File: src/rtl/uart_tx_scheduler_pkg.sv
// Shared types and packet constants for the UART transmit scheduler.
// Heartbeat packets carry type 2'b11 in the top two bits and an all-zero payload.
package uart_tx_scheduler_pkg;

   localparam int PKT_W = 16;

   typedef enum logic [2:0] {
      IDLE       = 3'd0,
      LAUNCH     = 3'd1,
      WAIT_START = 3'd2,
      WAIT_DONE  = 3'd3,
      GAP        = 3'd4
   } tx_sched_state_t;

   localparam logic [1:0] PKT_MOVE           = 2'b00;
   localparam logic [1:0] PKT_SETUP          = 2'b10;
   localparam logic [1:0] PKT_HEARTBEAT_TYPE = 2'b11;

   localparam logic [PKT_W-1:0] PKT_HEARTBEAT = {PKT_HEARTBEAT_TYPE, 14'h0000};

endpackage

File: src/rtl/uart_tx_scheduler_arbiter.sv
// Fixed-priority arbiter: the lowest-index active request wins.
// Purely combinational; the one-hot grant is qualified by the caller.
module fixed_prio_arbiter #(
   parameter int N = 3
) (
   input  logic [N-1:0] req,
   output logic [N-1:0] grant,
   output logic         any
);

   logic taken;

   always_comb begin
      grant = '0;
      taken = 1'b0;
      for (int i = 0; i < N; i++) begin
         if (req[i] && !taken) begin
            grant[i] = 1'b1;
            taken    = 1'b1;
         end
      end
   end

   assign any = |req;

endmodule

File: src/rtl/uart_tx_scheduler.sv
// Shares one UART transmit channel between prioritised packet producers,
// tracks each frame to completion, enforces an inter-packet gap and inserts heartbeats.
module uart_tx_scheduler
   import uart_tx_scheduler_pkg::*;
#(
   parameter int N_REQ         = 3,
   parameter int GAP_CYCLES    = 16,
   parameter int START_TIMEOUT = 8,
   parameter int HB_PERIOD     = 50_000_000
) (
   input  logic                          clk,
   input  logic                          reset,
   input  logic [N_REQ-1:0]              req_valid,
   input  logic [N_REQ-1:0][PKT_W-1:0]   req_data,
   output logic [N_REQ-1:0]              req_ready,
   input  logic                          hb_enable,
   input  logic                          err_clear,
   input  logic                          uart_tx_busy,
   output logic                          uart_data_valid,
   output logic [PKT_W-1:0]              uart_data,
   output logic                          sent_pulse,
   output logic [$clog2(N_REQ+1)-1:0]    sent_src,
   output logic                          link_error,
   output logic                          sched_busy
);

   localparam int SRC_W = $clog2(N_REQ + 1);
   localparam int HB_W  = (HB_PERIOD > 1) ? $clog2(HB_PERIOD) : 1;
   localparam int TO_W  = (START_TIMEOUT > 1) ? $clog2(START_TIMEOUT) : 1;
   localparam int GAP_W = $clog2(GAP_CYCLES + 1);

   localparam logic [HB_W-1:0]  HB_LAST  = HB_W'(HB_PERIOD - 1);
   localparam logic [TO_W-1:0]  TO_LAST  = TO_W'(START_TIMEOUT - 1);
   localparam logic [GAP_W-1:0] GAP_LOAD = GAP_W'(GAP_CYCLES);
   localparam logic [GAP_W-1:0] GAP_ONE  = GAP_W'(1);
   localparam logic [SRC_W-1:0] SRC_HB   = SRC_W'(N_REQ);

   tx_sched_state_t state;
   tx_sched_state_t state_nxt;

   logic [N_REQ-1:0] grant;
   logic             any_req;
   logic [SRC_W-1:0] grant_idx;
   logic [PKT_W-1:0] grant_pkt;

   logic [HB_W-1:0]  hb_cnt;
   logic [TO_W-1:0]  to_cnt;
   logic [GAP_W-1:0] gap_cnt;

   logic in_idle;
   logic hb_expired;
   logic start_req;
   logic start_hb;
   logic start_timeout;
   logic frame_done;
   logic gap_done;

   fixed_prio_arbiter #(
      .N(N_REQ)
   ) u_arbiter (
      .req  (req_valid),
      .grant(grant),
      .any  (any_req)
   );

   always_comb begin
      grant_idx = '0;
      grant_pkt = '0;
      for (int i = 0; i < N_REQ; i++) begin
         if (grant[i]) begin
            grant_idx = SRC_W'(i);
            grant_pkt = req_data[i];
         end
      end
   end

   assign in_idle       = (state == IDLE);
   assign hb_expired    = hb_enable && (hb_cnt == HB_LAST);
   assign start_req     = in_idle && any_req;
   assign start_hb      = in_idle && !any_req && hb_expired;
   assign start_timeout = (state == WAIT_START) && !uart_tx_busy && (to_cnt == TO_LAST);
   assign frame_done    = (state == WAIT_DONE) && !uart_tx_busy;
   assign gap_done      = (state == GAP) && (gap_cnt == GAP_ONE);

   // Grants exist only in IDLE, so requests arriving during GAP are held off.
   assign req_ready       = in_idle ? grant : '0;
   assign uart_data_valid = (state == LAUNCH);
   assign sched_busy      = !in_idle;

   always_comb begin
      state_nxt = state;
      case (state)
         IDLE: begin
            if (start_req || start_hb) begin
               state_nxt = LAUNCH;
            end
         end
         LAUNCH: state_nxt = WAIT_START;
         WAIT_START: begin
            if (uart_tx_busy) begin
               state_nxt = WAIT_DONE;
            end else if (start_timeout) begin
               state_nxt = GAP;
            end
         end
         WAIT_DONE: begin
            if (frame_done) begin
               state_nxt = GAP;
            end
         end
         GAP: begin
            if (gap_done) begin
               state_nxt = IDLE;
            end
         end
         default: state_nxt = IDLE;
      endcase
   end

   always_ff @(posedge clk or posedge reset) begin
      if (reset) begin
         state <= IDLE;
      end else begin
         state <= state_nxt;
      end
   end

   // Heartbeat idle timer: counts only while the link is idle and unrequested.
   always_ff @(posedge clk or posedge reset) begin
      if (reset) begin
         hb_cnt <= '0;
      end else if (!hb_enable || (state == LAUNCH)) begin
         hb_cnt <= '0;
      end else if (in_idle && !any_req && (hb_cnt != HB_LAST)) begin
         hb_cnt <= hb_cnt + HB_W'(1);
      end
   end

   always_ff @(posedge clk or posedge reset) begin
      if (reset) begin
         to_cnt <= '0;
      end else if (state == LAUNCH) begin
         to_cnt <= '0;
      end else if ((state == WAIT_START) && !uart_tx_busy && (to_cnt != TO_LAST)) begin
         to_cnt <= to_cnt + TO_W'(1);
      end
   end

   // The gap is loaded on both normal completion and start timeout.
   always_ff @(posedge clk or posedge reset) begin
      if (reset) begin
         gap_cnt <= '0;
      end else if (frame_done || start_timeout) begin
         gap_cnt <= GAP_LOAD;
      end else if ((state == GAP) && (gap_cnt != '0)) begin
         gap_cnt <= gap_cnt - GAP_W'(1);
      end
   end

   always_ff @(posedge clk or posedge reset) begin
      if (reset) begin
         uart_data <= '0;
         sent_src  <= '0;
      end else if (start_req) begin
         uart_data <= grant_pkt;
         sent_src  <= grant_idx;
      end else if (start_hb) begin
         uart_data <= PKT_HEARTBEAT;
         sent_src  <= SRC_HB;
      end
   end

   always_ff @(posedge clk or posedge reset) begin
      if (reset) begin
         sent_pulse <= 1'b0;
      end else begin
         sent_pulse <= frame_done;
      end
   end

   // A timeout in the same cycle as err_clear keeps the error set.
   always_ff @(posedge clk or posedge reset) begin
      if (reset) begin
         link_error <= 1'b0;
      end else if (start_timeout) begin
         link_error <= 1'b1;
      end else if (err_clear) begin
         link_error <= 1'b0;
      end
   end

endmodule

File: config.mk
export PLATFORM = sky130hd
export DESIGN_NAME = uart_tx_scheduler
export DESIGN_NICKNAME = d
export VERILOG_FILES = /design/src/rtl/uart_tx_scheduler_pkg.sv /design/src/rtl/uart_tx_scheduler_arbiter.sv /design/src/rtl/uart_tx_scheduler.sv
export SDC_FILE = /design/constraint.sdc
export NUM_CORES = 1
export LEC_CHECK = 0
export BUFFER_PORTS_ARGS = -buffer_cell sky130_fd_sc_hd__buf_4
export CORE_ASPECT_RATIO = 0.7
export CORE_UTILIZATION = 50
export DETAILED_ROUTE_END_ITERATION = 7
export PLACE_DENSITY = 0.84
export SLEW_MARGIN = 25
export SYNTH_ARGS = -nofsm -noshare
export SYNTH_HDL_FRONTEND = slang
export SYNTH_SLANG_ARGS = --single-unit
File: constraint.sdc
create_clock -name clk -period 2.3 [get_ports clk]
set_clock_uncertainty 0.05 [all_clocks]
set_input_delay 0.115 -clock clk [delete_from_list [all_inputs] [get_ports clk]]
set_output_delay 0.115 -clock clk [all_outputs]
set_load 0.02 [all_outputs]
After elaboration in Yosys (flattened, before gate mapping)
Index checks and enable logic that the tools add are counted.

storage, ports and cells
  output and inout bits = 25
  flip-flop bits (word level) = 57
  logic and storage cells = 83
  input port bits = 56

operators by class
  reductions and logical operators = 31
  multiplexer cells = 28
  add/subtract/negate cells = 3
  equality and inequality tests = 13

operators by type and width
  cell                                                                    number
  16-bit two-way mux                                                      5
  26-bit two-way mux                                                      2
  26-bit by 1-bit adder with 26-bit output (second input constant)        1
  26-bit equality test (second input constant)                            1
  26-bit inequality test (second input constant)                          1
  3-bit two-way mux                                                       8
  3-bit one-hot mux with 5 select lines                                   1
  1-bit logical AND                                                       13
  5-bit two-way mux                                                       2
  2-bit nonzero test                                                      5
  1-bit two-way mux                                                       7
  3-bit by 2-bit equality test with 1-bit output (second input constant)  2
  3-bit equality test (second input constant)                             2
  1-bit logical NOT                                                       6
  2-bit two-way mux                                                       3
  3-bit inequality test (second input constant)                           2
  5-bit by 1-bit equality test with 1-bit output (second input constant)  1
  5-bit nonzero test                                                      1
  5-bit by 1-bit subtractor with 5-bit output (second input constant)     1
  2-bit inequality test (second input constant)                           2
  4-bit AND reduction                                                     1
  3-bit by 1-bit adder with 3-bit output (second input constant)          1
  3-bit by 1-bit equality test with 1-bit output (second input constant)  1
  3-bit logical NOT                                                       1
  other kinds (3)                                                         5

Logic depth before layout (Yosys ltp)
Gate-level depths: netlist of run 1.

  depth after elaboration = 9
  mapped depth = 7
  depth with buffers taken out = 6

By module
A second synthesis of run 1 with hierarchy kept.

unflattened totals
  cell total of the unflattened synthesis = 341
  area total of the unflattened synthesis = 3,234.4 µm²

by module, submodules not included
  module              seq. area each (µm²)  cells an instance  area each (µm²)  instances
  uart_tx_scheduler   1,426.4               337                3,206.8          1
  fixed_prio_arbiter  0.0                   4                  27.5             1

Worst setup path before layout of run 1
OpenSTA, ideal clock, no wires.

  path type = reg-to-reg
  start point = reg hb_cnt[0]
  end point = reg uart_data[1]
  required time = 2.101 ns
  stages on the path, launching flop included = 8
  arrival time = 1.658 ns
  slack = 0.442 ns
  period minus slack after synthesis = 1.858 ns
  setup time = 0.149 ns
  path buffers = 1
  path through = dfrtp_1 -> ha_1 -> nand4bb_1 -> nor4_4 -> nand3_4 -> a21oi_4 -> buf_6 -> o22ai_1

between the ends
  word-level cells in the longest chain between the ends = 4

ends and longest elaborated chain
  element                              line                      source
  start: declaration                   uart_tx_scheduler.sv:46   logic [HB_W-1:0] hb_cnt;
  start signal: assignment             uart_tx_scheduler.sv:135  hb_cnt <= hb_cnt + HB_W'(1);
  26-bit equality test                 uart_tx_scheduler.sv:78   assign hb_expired = hb_enable && (hb_cnt == HB_LAST);
  1-bit logical AND                    uart_tx_scheduler.sv:78
  1-bit logical AND                    uart_tx_scheduler.sv:80   assign start_hb = in_idle && !any_req && hb_expired;
  2-bit nonzero test (no source line)  --
  end signal: assignment               uart_tx_scheduler.sv:165  uart_data <= grant_pkt;
  end: declaration                     uart_tx_scheduler.sv:20   output logic [PKT_W-1:0] uart_data,

No other way between the ends.
A chain may end at the register's enable or synchronous reset.

Worst setup path in the final report of run 1
  start point = reg state[0]
  end point = reg hb_cnt[8]

between the ends
  word-level cells in the longest chain between the ends = 4
  elaborated cells on any way between the ends = 7
  those cells by class = eq/ne (1); mux (1); reduce/logical (5)

ends and longest elaborated chain
  element                              line                      source
  start: declaration                   uart_tx_scheduler.sv:38   tx_sched_state_t state;
  start signal: assignment             uart_tx_scheduler.sv:124  state <= state_nxt;
  3-bit logical NOT                    uart_tx_scheduler.sv:77   assign in_idle = (state == IDLE);
  1-bit logical AND (2 in a row)       uart_tx_scheduler.sv:134  end else if (in_idle && !any_req && (hb_cnt != HB_LAST)) begin
  2-bit nonzero test (no source line)  --

Several ways; a longest one is shown, not always the timed one.

==> results of run 1 <==
==> worst min path at each step <==
stage	to	slack [ns]	cells after the start
floorplan	link_error$_DFFE_PP0P_	0.17	1
global placement	state[2]$_DFFE_PP0P_	0.17	2
detailed placement	state[2]$_DFFE_PP0P_	0.17	2
CTS	uart_data[6]$_DFFE_PP0P_	0.003	3
global route	uart_data[5]$_DFFE_PP0P_	0.02	3
finish	uart_data[6]$_DFFE_PP0P_	0.02	3
==> what timing repair did <==
| action | CTS | global route |
|---|---|---|
| hold buffers | 3 | 0 |
| hold endpoints to repair | 28 | 0 |
| resized for setup | 0 | 0 |
| buffers inserted | 0 | 0 |
==> area by class of cell <==
class | instances | area [sq um] | area share, %
Timing Repair Buffer | 91 | 703 | 17.5
Sequential cell | 57 | 1430 | 35.4
Tap cell | 75 | 93.8 | 2.33
Inverter | 28 | 105 | 2.61
Clock inverter | 3 | 15.0 | 0.373
Clock buffer | 13 | 159 | 3.95
Multi-Input combinational cell | 242 | 1520 | 37.8
==> state kept, by name (all words and copies together) (netlist names) <==
register    count
sent_pulse      1
state           3
link_error      1
hb_cnt         26
gap_cnt         5
sent_src        2
to_cnt          3
uart_data      16
==> cells in the final DEF, fill, tap and decap left out, types with 2 or more instances in the layout <==
cell,instances
sky130_fd_sc_hd__buf_4,87
sky130_fd_sc_hd__dfrtp_1,57
sky130_fd_sc_hd__nor2_1,46
sky130_fd_sc_hd__inv_1,27
sky130_fd_sc_hd__nand2_1,24
sky130_fd_sc_hd__a21oi_1,23
sky130_fd_sc_hd__xnor2_1,20
sky130_fd_sc_hd__a22oi_1,15
sky130_fd_sc_hd__o22ai_1,13
sky130_fd_sc_hd__clkbuf_8,11
sky130_fd_sc_hd__o21ai_0,10
sky130_fd_sc_hd__nor3_1,9
sky130_fd_sc_hd__nand3_1,8
sky130_fd_sc_hd__a211oi_1,8
sky130_fd_sc_hd__and3_1,7
sky130_fd_sc_hd__nand4_1,6
sky130_fd_sc_hd__nor4_1,6
sky130_fd_sc_hd__ha_1,6
sky130_fd_sc_hd__a31o_2,3
sky130_fd_sc_hd__xor2_1,3
sky130_fd_sc_hd__clkinv_2,3
sky130_fd_sc_hd__dlygate4sd3_1,3
sky130_fd_sc_hd__nand2b_1,2
sky130_fd_sc_hd__nor3_4,2
sky130_fd_sc_hd__and2_1,2
sky130_fd_sc_hd__nor3b_1,2
sky130_fd_sc_hd__nor2b_1,2
sky130_fd_sc_hd__o32a_2,2
sky130_fd_sc_hd__mux2i_1,2
sky130_fd_sc_hd__or3_1,2
sky130_fd_sc_hd__clkbuf_1,2
==> report_power, final <==
group / internal, mW / switching, mW / total [mW]
logic: 0.636 / 0.859 / 1.49
registers: 1.24 / 0.171 / 1.41
clock network: 0.444 / 0.377 / 0.821
total: 2.32 / 1.41 / 3.72
==> routing by layer <==
metal,GRT usage (%),vias to the layer above,part of all wire [%]
met4,11.0,0,1.9
li1,-,1391,-
met3,6.44,15,7.2
met2,40.5,96,44
met5,0,-,0
met1,34.4,1330,46
==> metrics by stage <==
stage,setup slack (ns),hold slack [ns],area [sq um],total power [mW],cells
final,0.280,0.0162,4030,3.72,509
after global routing,0.0669,0.0189,4030,3.97,509
after CTS,0.289,0.00326,4030,3.76,509
after detailed placement,0.304,0.167,3820,2.92,490
after global placement,0.371,0.165,3820,2.86,490
after floorplan,0.442,0.170,3130,2.33,344
==> worst register-to-register path, cell delays in order (launching register included) <==
cell and delay [ns]:
sky130_fd_sc_hd__dfrtp_1 0.46, sky130_fd_sc_hd__nor3_4 0.31, sky130_fd_sc_hd__nand2_1 0.25, sky130_fd_sc_hd__a211oi_1 0.46
sky130_fd_sc_hd__a31oi_1 0.14, sky130_fd_sc_hd__a41o_2 0.24
==> kinds of logic (layout without fill, tap and decap cells) <==
family          count (synthesis)  in the layout  share of synthesized area, %
compound gates                 82             82                          17.4
xor+xnor                       23             23                          6.44
fa+ha+maj                       6              6                          2.40
buf+inv                        45            135                          5.68
flops                          57             57                          45.6
mux                             3              3                          1.00
simple gates                  128            128                          21.5
==> impl_summary.txt, run 1 <==
----------------------------------------------------
[STA]
  Peak Freq ... roughly 500 MHz
  Max-slew violation count ... 0
  Worst relative slew slack ... roughly 61%
  Unrepaired setup endpoints after global routing ... no
  Portion of the clock cycle consumed by the worst path in the final layout ... approximately 88%
  Worst Max-Slew Pin Slew ... 0.581 ns
  Accumulated negative setup slack ... 0 ns
  Hold violation total from the final report ... 0
  Shortest period the worst path allows ... slightly above 2 ns
  Number of setup violations in the final report ... 0

[Route]
  Number of DRC violations after detailed-routing iteration 0 ... between 200 and 300
  Antenna viol nets, final ... 0
  Pre-antenna DRT Iters ... 4
  Vias ... about 2.8k
  Average wire per cell in the routed design ... 15.0 um
  DRC violation count after routing ... 0
  Via-to-Cell Ratio ... 5.56
  Routed WL ... 7610 um

[Worst setup path]
  Capture point of the critical path ... hb_cnt[8]$_DFFE_PP0P_
  Type of the setup path with the least slack ... reg2reg
  Logic depth of the worst path, buffers included ... 5
  CP max-delay cell ... sky130_fd_sc_hd__dfrtp_1
  CP Cell Sequence ... nor3_4 -> nand2_1 -> a211oi_1 -> a31oi_1 -> a41o_2
  CP Buf/Inv Count ... 0
  Kind of start point of the critical path ... flop
  Length in cells of the worst reg-to-reg path ... 5
  Reg-to-reg slack, setup ... between 0.2 and 0.3 ns
  Critical path arrival ... roughly 2.2 ns
  RR Startpoint ... state[0]$_DFFE_PP0P_
  Critical-path maximum fanout ... 9
  Worst setup EP type ... flop
  Launching instance or port of the critical path ... state[0]$_DFFE_PP0P_
  Critical R2R Capture ... hb_cnt[8]$_DFFE_PP0P_
  Critical Path RT ... ~2.5 ns
  Cell type group with the largest total delay on the critical path ... compound AO/OA/AOI/OAI gates
  Largest stage delay, worst path ... about 0.46 ns

[Synthesis]
  Leading cell type by number of instances after synthesis ... sky130_fd_sc_hd__dfrtp_1
  Yosys warnings ... 0
  Sequential cell area fraction in the yosys report ... 45.6%
  Count of cell types in the netlist ... 49
  Number of synthesized flops with an enable pin ... 0
  Cell area after technology mapping ... ~0.0031 sq mm
  Post-synthesis async set-or-reset flop share ... 100%
  Post-synthesis net count ... 406
  Synth area leaders ... sky130_fd_sc_hd__dfrtp_1, sky130_fd_sc_hd__xnor2_1, sky130_fd_sc_hd__nor2_1
  Most used flip-flop cell after synthesis ... sky130_fd_sc_hd__dfrtp_1
  Post-synthesis register bit count ... 57
  Most area-hungry cell type in the Yosys netlist ... sky130_fd_sc_hd__dfrtp_1
  Number of instances in the synthesized netlist ... around 340
  Commonest cells in the synthesized netlist ... sky130_fd_sc_hd__dfrtp_1, sky130_fd_sc_hd__nor2_1, sky130_fd_sc_hd__inv_1
  Average cell area after synthesis ... about 9.1 sq um
  Top cell type's share of synthesized area ... a little under half

[CTS]
  Clock tree from TritonCTS ... yes
  Clock sinks ... 57
  CTS max path bufs ... 2
  Number of H-tree levels ... 3
  Worst skew pair latency ... 0.34 ns
  Clock edge transition at the registers on the reported setup and hold paths ... roughly 0.060 ns
  Inserted Clock Buffers ... 9
  Clock tree root driver cell ... sky130_fd_sc_hd__clkbuf_8

[Run]
  Number of maximum-capacitance violations ... 0

[Floorplanning]
  Area inside the core boundary ... 0.00587 sq mm
  Area of the die ... approximately 0.0066 sq mm
  Chip height ... 68.2 um
  Die span in x ... between 90 and 100 um
  Effective utilization at floorplan ... between 50 and 60%
  Num ports ... 81
  Std-Cell Rows ... 23

[Min path]
  Min-delay worst type ... in2reg
  Hold Path Origin ... req_data[6]

[Final layout]
  FILL cells ... 470
  Post-layout net count ... around 500
  Area growth from synthesis to final layout ... 28.7%
  Number of antenna cells inserted ... 0
  Fraction of final layout cells with drive strength greater than 1 ... 27.6%
  End-of-flow core utilization ... roughly two thirds

[Global routing]
  First-pass GRT wire length ... roughly 13000 um
  Pin count of the biggest net entering global routing ... 38
  Aggregate global routing overflow ... 0
  GRT Total Usage ... about a quarter
  Via count of the first global-routing pass ... 2672
  Initial antenna violation count ... 0

[Power and ir drop]
  Total power density per cell area ... roughly 900 mW/mm^2
  IR drop worst, VDD ... slightly below 0.6 mV
  Leak Pwr ... 1.83 nW

[Outcome]
  Status ... complete, no violations

[Place]
  Number of buffers inserted by port buffering ... 80
  Post-DP HPWL ... about 5600 um
  Final GP Congestion ... approximately 0.9

----------------------------------------------------
Note: power is estimated with default switching activity, not from simulation.
==> run 2, diff against run 1 <==
--- a/config.mk
+++ b/config.mk
@@ -7,7 +7,7 @@
 export LEC_CHECK = 0
 export BUFFER_PORTS_ARGS = -buffer_cell sky130_fd_sc_hd__buf_4
 export CORE_ASPECT_RATIO = 0.7
-export CORE_UTILIZATION = 50
+export CORE_UTILIZATION = 48
 export DETAILED_ROUTE_END_ITERATION = 7
 export PLACE_DENSITY = 0.84
 export SLEW_MARGIN = 25
==> constraint.sdc (replaced) <==
create_clock -name clk -period 1.8 [get_ports clk]
set_clock_uncertainty 0.05 [all_clocks]
set_input_delay 0.09 -clock clk [delete_from_list [all_inputs] [get_ports clk]]
set_output_delay 0.09 -clock clk [all_outputs]
set_load 0.02 [all_outputs]
==> run 2 against run 1 <==
The run now ends with design-rule violations, negative setup slack left; global-route usage grew 1.4 points; register-to-register slack lost 0.45 ns; final cell count grew 12%; fmax grew 2.6%; die area grew 4.1%; power grew 47%; first-iteration DRC count grew 21%; count of clock-buffer cells in the layout is the same; sequential share of layout area shrank 5.5 points; combinational power grew 62%; critical path type unchanged; critical endpoint is now hb_cnt[12]$_DFFE_PP0P_; largest power group unchanged; highest routed layer unchanged.
==> impl_summary.txt, run 2 (synthesis gave the netlist of run 1 again) <==
----------------------------------------------------
[Final layout]
  Finished layout cell area ... 0.00478 sq mm (was 0.00403 sq mm)
  Post-route insts no fill ... 572 (was 509)
  Area growth from synthesis to final layout ... 52.8% (was 28.7%)
  Max reg flops ... 26 (unchanged)
  Fraction of final layout cells with drive strength greater than 1 ... 39.7% (was 27.6%)
  End-of-flow core utilization ... 76.5% (was 68.6%)
  Commonest cells after routing, fill and taps aside ... sky130_fd_sc_hd__buf_4, sky130_fd_sc_hd__dfrtp_1, sky130_fd_sc_hd__nor2_1 (unchanged)
  Number of antenna cells inserted ... 0 (unchanged)
  Largest Register ... hb_cnt (unchanged)
  Top flop regs ... hb_cnt x26, uart_data x16, gap_cnt x5 (unchanged)
  Most common library cell in the layout ignoring fill and taps ... sky130_fd_sc_hd__buf_4 (unchanged)
  Post-layout net count ... 552 (was 491)

[Worst setup path]
  Critical path arrival ... 2.14 ns (was 2.19 ns)
  Length in cells of the worst reg-to-reg path ... 8 (was 5)
  Worst setup EP type ... flop (unchanged)
  Type of the setup path with the least slack ... reg2reg (unchanged)
  Launching instance or port of the critical path ... hb_cnt[0]$_DFFE_PP0P_ (was state[0]$_DFFE_PP0P_)
  Critical-path maximum fanout ... 8 (was 9)
  Kind of start point of the critical path ... flop (unchanged)
  Reg-to-reg slack, setup ... -0.17 ns (was 0.28 ns)
  Critical Path RT ... 1.97 ns (was 2.47 ns)
  RR Startpoint ... hb_cnt[0]$_DFFE_PP0P_ (was state[0]$_DFFE_PP0P_)
  Critical R2R Capture ... hb_cnt[12]$_DFFE_PP0P_ (was hb_cnt[8]$_DFFE_PP0P_)
  Capture point of the critical path ... hb_cnt[12]$_DFFE_PP0P_ (was hb_cnt[8]$_DFFE_PP0P_)

[Outcome]
  Status ... complete, but fails checks (was complete, no violations)
  Violations in the final reports ... design-rule violations, negative setup slack

[CTS]
  Number of H-tree levels ... 3 (unchanged)
  Clock tree root driver cell ... sky130_fd_sc_hd__clkbuf_8 (unchanged)
  CTS max path bufs ... 2 (unchanged)
  Clock sinks ... 57 (unchanged)
  Worst skew pair latency ... 0.35 ns (was 0.34 ns)
  Clock edge transition at the registers on the reported setup and hold paths ... 0.07 ns (was 0.06 ns)
  Inserted Clock Buffers ... 9 (unchanged)
  Clock tree from TritonCTS ... yes (unchanged)

[Floorplanning]
  Effective utilization at floorplan ... 50.1% (was 53.3%)
  Std-Cell Rows ... 24 (was 23)
  Chip height ... 69.5 um (was 68.2 um)
  Area of the die ... 0.00685 sq mm (was 0.00658 sq mm)
  Die span in x ... 98.5 um (was 96.5 um)
  Num ports ... 81 (unchanged)
  Area inside the core boundary ... 0.00625 sq mm (was 0.00587 sq mm)

[Place]
  Number of buffers inserted by port buffering ... 80 (unchanged)
  Final GP Congestion ... 0.871 (was 0.874)
  Placed Instance Area ... 0.00411 sq mm (was 0.00382 sq mm)
  Post-DP HPWL ... 5700 um (was 5580 um)
  Cell Count Post-Placement ... 528 (was 490)

[STA]
  Unrepaired setup endpoints after global routing ... yes (was no)
  Worst Max-Slew Pin Slew ... 0.413 ns (was 0.581 ns)
  Accumulated negative setup slack ... -0.638 ns (was 0 ns)
  Shortest period the worst path allows ... 1.97 ns (was 2.02 ns)
  Number of setup violations in the final report ... 22 (was 0)
  Worst relative slew slack ... 72.3% (was 61.2%)
  Portion of the clock cycle consumed by the worst path in the final layout ... 109% (was 87.8%)
  Hold violation total from the final report ... 0 (unchanged)
  Final hold slack ... 0.0225 ns (was 0.0162 ns)
  Final WS setup ... -0.168 ns (was 0.280 ns)
  Peak Freq ... 508 MHz (was 495 MHz)
  Max-slew violation count ... 0 (unchanged)

[Route]
  Via-to-Cell Ratio ... 5.76 (was 5.56)
  DRC violation count after routing ... 5 (was 0)
  Pre-antenna DRT Iters ... 8 (was 4)
  Antenna viol nets, final ... 0 (unchanged)
  Vias ... 3292 (was 2832)
  Routed WL ... 10200 um (was 7610 um)
  Average wire per cell in the routed design ... 17.9 um (was 15.0 um)
  Number of DRC violations after detailed-routing iteration 0 ... 326 (was 270)

[Global routing]
  Via count of the first global-routing pass ... 3087 (was 2672)
  First-pass GRT wire length ... 14500 um (was 12500 um)
  Aggregate global routing overflow ... 0 (unchanged)
  GRT Total Usage ... 27.3% (was 25.9%)
  Initial antenna violation count ... 0 (unchanged)
  Pin count of the biggest net entering global routing ... 48 (was 38)

[Min path]
  Min-delay worst type ... in2reg (unchanged)

[Run]
  Number of maximum-capacitance violations ... 0 (unchanged)

[Power and ir drop]
  IR drop worst, VDD ... 0.893 mV (was 0.596 mV)
  Leak Pwr ... 2.22 nW (was 1.83 nW)
  Total power density per cell area ... 1150 mW/mm^2 (was 925 mW/mm^2)

----------------------------------------------------
-- run 2: cell count changes in the layout (fill, tap and decap cells not counted), moves of 5 or more --
cell,previous run,this run
sky130_fd_sc_hd__dlygate4sd3_1,3,15
sky130_fd_sc_hd__buf_4,87,128
sky130_fd_sc_hd__buf_6,0,5
sky130_fd_sc_hd__nor4_1,6,1
-- run 2: through the flow --
stage                     total power [mW]  setup WS, ns
after floorplan                       2.98       -0.0575
after global placement                3.85       -0.0304
after detailed placement              3.90       -0.0876
after CTS                             5.27       -0.0922
after global routing                  5.77        -0.192
final                                 5.48        -0.168
-- run 2: area by class of cell --
class | count | area [sq um]
fill | 385 | 1470
sequential | 57 | 1430
inverter | 28 | 109
clock buffer | 13 | 179
timing repair buffer | 152 | 1250
tap | 78 | 97.6
clock inverter | 2 | 35.0
multi-input combinational | 242 | 1680
-- run 2: worst min-delay path by stage --
stage / from / to / slack (ns) / depth (start not counted)
after global placement: reset / gap_cnt[1]$_DFFE_PP0P_ / -0.01 / 2
final: req_data[11] / uart_data[11]$_DFFE_PP0P_ / 0.02 / 3
after CTS: req_data[11] / uart_data[11]$_DFFE_PP0P_ / 0.02 / 3
after detailed placement: reset / gap_cnt[2]$_DFFE_PP0P_ / -0.009 / 2
after global routing: req_data[11] / uart_data[11]$_DFFE_PP0P_ / 0.03 / 3
after floorplan: err_clear / link_error$_DFFE_PP0P_ / 0.15 / 1
-- run 2: worst max-delay path: stages (launching register included) --
cell,delay [ns]
sky130_fd_sc_hd__dfrtp_1,0.40
sky130_fd_sc_hd__ha_2,0.19
sky130_fd_sc_hd__nand4bb_1,0.14
sky130_fd_sc_hd__nor4_4,0.05
sky130_fd_sc_hd__buf_6,0.16
sky130_fd_sc_hd__buf_4,0.15
sky130_fd_sc_hd__a211oi_1,0.40
sky130_fd_sc_hd__xnor2_1,0.23
sky130_fd_sc_hd__nor2_1,0.08
-- run 2: what timing repair did --
item,4_1_cts,5_1_grt
gates resized for setup,6,34
endpoints found under the hold margin,71,0
endpoints found under the setup margin,6,42
setup buffers,1,13
hold buffers,15,0
pin swaps,1,5
-- run 2: power by group --
group,internal (mW),switching [mW],total (mW)
Sequential,1.58,0.211,1.79
Combinational,1.13,1.28,2.42
Clock,0.780,0.495,1.27
-- run 2: layer usage --
metal	GRT usage (%)	wire, um
met1	35.4	4300
met2	44.1	4900
met3	5.95	615
met4	11.9	408
met5	0	0
==> run 3, diff against run 2 <==
--- a/config.mk
+++ b/config.mk
@@ -6,7 +6,6 @@
 export NUM_CORES = 1
 export LEC_CHECK = 0
 export BUFFER_PORTS_ARGS = -buffer_cell sky130_fd_sc_hd__buf_4
-export CORE_ASPECT_RATIO = 0.7
 export CORE_UTILIZATION = 48
 export DETAILED_ROUTE_END_ITERATION = 7
 export PLACE_DENSITY = 0.84
@@ -14,3 +13,4 @@
 export SYNTH_ARGS = -nofsm -noshare
 export SYNTH_HDL_FRONTEND = slang
 export SYNTH_SLANG_ARGS = --single-unit
+export TNS_END_PERCENT = 20
==> run 3 against run 2 <==
The flow finishes with violations (negative setup slack); global-route usage grew 0.46 points; combinational power grew 2%; sequential share of layout area shrank 0.10 points; critical path type unchanged; critical endpoint is now uart_data[13]$_DFFE_PP0P_; largest cell class unchanged; highest routed layer unchanged.
==> impl_summary.txt, run 3 (synthesis gave the netlist of run 1 again) <==
----------------------------------------------------
[Outcome]
  Status ... complete, but fails checks (unchanged)
  Violations in the final reports ... negative setup slack (was design-rule violations, negative setup slack)

[Final layout]
  Max reg flops ... 26 (unchanged)
  Number of antenna cells inserted ... 0 (unchanged)
  Post-route insts no fill ... 572 (unchanged)
  Commonest cells after routing, fill and taps aside ... sky130_fd_sc_hd__buf_4, sky130_fd_sc_hd__dfrtp_1, sky130_fd_sc_hd__nor2_1 (unchanged)
  Post-layout net count ... 552 (unchanged)
  Area growth from synthesis to final layout ... 53.0% (was 52.8%)
  Fraction of final layout cells with drive strength greater than 1 ... 41.2% (was 39.7%)
  Finished layout cell area ... 0.00478 sq mm (about the same)
  Largest Register ... hb_cnt (unchanged)
  Most common library cell in the layout ignoring fill and taps ... sky130_fd_sc_hd__buf_4 (unchanged)
  Top flop regs ... hb_cnt x26, uart_data x16, gap_cnt x5 (unchanged)

[Place]
  Final GP Congestion ... 0.962 (was 0.871)
  Number of buffers inserted by port buffering ... 80 (unchanged)
  Placed Instance Area ... 0.00419 sq mm (was 0.00411 sq mm)
  Post-DP HPWL ... 6080 um (was 5700 um)
  Worst slack, placed ... -0.0556 ns (was -0.0876 ns)
  Cell Count Post-Placement ... 537 (was 528)

[STA]
  Shortest period the worst path allows ... 1.87 ns (was 1.97 ns)
  Final WS setup ... -0.0677 ns (was -0.168 ns)
  Max-slew violation count ... 0 (unchanged)
  Worst Max-Slew Pin Slew ... 0.462 ns (was 0.413 ns)
  Hold violation total from the final report ... 0 (unchanged)
  Number of setup violations in the final report ... 23 (was 22)
  Unrepaired setup endpoints after global routing ... yes (unchanged)
  Accumulated negative setup slack ... -0.960 ns (was -0.638 ns)
  Worst relative slew slack ... 69.0% (was 72.3%)
  Peak Freq ... 535 MHz (was 508 MHz)
  Portion of the clock cycle consumed by the worst path in the final layout ... 104% (was 109%)

[Floorplanning]
  Area inside the core boundary ... 0.00631 sq mm (was 0.00625 sq mm)
  Num ports ... 81 (unchanged)
  Effective utilization at floorplan ... 49.5% (was 50.1%)
  Chip height ... 82.7 um (was 69.5 um)
  Area of the die ... 0.00684 sq mm (was 0.00685 sq mm)
  Die span in x ... 82.7 um (was 98.5 um)
  Std-Cell Rows ... 29 (was 24)

[CTS]
  Clock tree from TritonCTS ... yes (unchanged)
  Number of H-tree levels ... 3 (unchanged)
  Inserted Clock Buffers ... 9 (unchanged)
  Clock tree root driver cell ... sky130_fd_sc_hd__clkbuf_8 (unchanged)
  Worst skew pair latency ... 0.35 ns (about the same)
  Clock edge transition at the registers on the reported setup and hold paths ... 0.07 ns (about the same)
  Clock sinks ... 57 (unchanged)
  CTS max path bufs ... 2 (unchanged)

[Worst setup path]
  Launching instance or port of the critical path ... hb_cnt[10]$_DFFE_PP0P_ (was hb_cnt[0]$_DFFE_PP0P_)
  Largest stage delay, worst path ... 0.39 ns (was 0.40 ns)
  Type of the setup path with the least slack ... reg2reg (unchanged)
  Critical-path maximum fanout ... 12 (was 8)
  CP Cell Sequence ... nor4_2 -> and4b_2 -> buf_12 -> nand3_4 -> a21oi_4 -> buf_12 -> o22ai_1 (was ha_2 -> nand4bb_1 -> nor4_4 -> buf_6 -> buf_4 -> a211oi_1 -> xnor2_1 -> nor2_1)
  Reg-to-reg slack, setup ... -0.07 ns (was -0.17 ns)
  Critical path arrival ... 2.03 ns (was 2.14 ns)
  Most common cell on crit path ... sky130_fd_sc_hd__buf_12
  Critical Path RT ... 1.97 ns (about the same)
  CP max-delay cell ... sky130_fd_sc_hd__dfrtp_1 (unchanged)
  Worst setup EP type ... flop (unchanged)
  RR Startpoint ... hb_cnt[10]$_DFFE_PP0P_ (was hb_cnt[0]$_DFFE_PP0P_)
  Kind of start point of the critical path ... flop (unchanged)

[Global routing]
  Aggregate global routing overflow ... 0 (unchanged)
  GRT Total Usage ... 27.7% (was 27.3%)
  Initial antenna violation count ... 0 (unchanged)
  Via count of the first global-routing pass ... 3092 (was 3087)
  Pin count of the biggest net entering global routing ... 58 (was 48)
  First-pass GRT wire length ... 14000 um (was 14500 um)

[Power and ir drop]
  IR drop worst, VDD ... 0.861 mV (was 0.893 mV)
  Total power density per cell area ... 1150 mW/mm^2 (about the same)
  Share of power burned in the clock network ... 22.4% (was 23.2%)
  Flop pwr share ... 32.7% (about the same)
  Logic pwr share ... 44.8% (was 44.1%)
  Internal power ... 3.40 mW (was 3.50 mW)
  Power spent charging and discharging nets ... 2.08 mW (was 1.99 mW)
  Switching power as a share of total power ... 38.0% (was 36.3%)
  Leak Pwr ... 2.25 nW (was 2.22 nW)

[Run]
  Number of maximum-capacitance violations ... 0 (unchanged)

[Route]
  Vias ... 3209 (was 3292)
  Via-to-Cell Ratio ... 5.61 (was 5.76)
  Number of DRC violations after detailed-routing iteration 0 ... 194 (was 326)
  Pre-antenna DRT Iters ... 4 (was 8)
  Average wire per cell in the routed design ... 16.5 um (was 17.9 um)
  DRC violation count after routing ... 0 (was 5)
  Antenna viol nets, final ... 0 (unchanged)
  Routed WL ... 9430 um (was 10200 um)

[Min path]
  Min-delay worst type ... in2reg (unchanged)
  Hold Path Origin ... req_data[2] (was req_data[11])

----------------------------------------------------
==> run 3: repair_timing <==
item,CTS,global route
hold endpoints to repair,66,0
endpoints found under the setup margin,26,49
gates cloned,0,1
pin swaps,6,7
setup buffers,2,6
gates resized for setup,13,35
hold buffers,10,0
==> run 3: critical path, delay by kind of cell, from the launching register on <==
kind	cells	cell delay, ns
buffers and inverters	2	0.30
AOI/OAI and AO/OA	2	0.29
and+or+nand+nor	3	0.71
DFF	1	0.39
==> run 3: area by class of cell <==
| class | count | area, sq um |
|---|---|---|
| Clock buffer | 9 | 124 |
| Clock inverter | 7 | 80.1 |
| Fill cell | 421 | 1530 |
| Inverter | 28 | 105 |
| Multi-Input combinational cell | 242 | 1710 |
| Sequential cell | 57 | 1430 |
| Tap cell | 77 | 96.3 |
| Timing Repair Buffer | 152 | 1240 |
==> run 3: per-stage QoR <==
stage | power (mW) | hold slack [ns] | utilization (%)
floorplan | 2.98 | 0.145 | -
finish | 5.48 | 0.0107 | 75.8
detailed placement | 3.92 | 0.133 | 66.3
CTS | 5.26 | 0.00252 | 72.4
global placement | 3.83 | 0.121 | 66.3
global route | 5.77 | 0.00196 | 75.8
==> run 3: layer usage <==
| layer | track usage [%] | wire length, um | vias to the layer above |
|---|---|---|---|
| li1 | - | - | 1511 |
| met5 | 0 | 0 | - |
| met2 | 48.4 | 4990 | 96 |
| met4 | 13.1 | 257 | 0 |
| met1 | 31.7 | 3800 | 1582 |
| met3 | 6.70 | 381 | 20 |
==> run 3: power groups by stage <==
stage               Combinational, mW  Clock (mW)  Sequential [mW]
global placement                 2.05           0             1.78
finish                           2.46        1.23             1.79
global route                     2.64        1.31             1.81
CTS                              2.24        1.24             1.78
floorplan                       0.948           0             2.03
detailed placement               2.11           0             1.81
==> run 3: worst paths after layout <==
kind,to,cells past startpoint
min,uart_data[2]$_DFFE_PP0P_,3
min reg2reg,uart_data[15]$_DFFE_PP0P_,1
max reg2reg,uart_data[13]$_DFFE_PP0P_,7
min in group asynchronous,gap_cnt[0]$_DFFE_PP0P_,4
max,uart_data[13]$_DFFE_PP0P_,7
max in group asynchronous,uart_data[12]$_DFFE_PP0P_,4
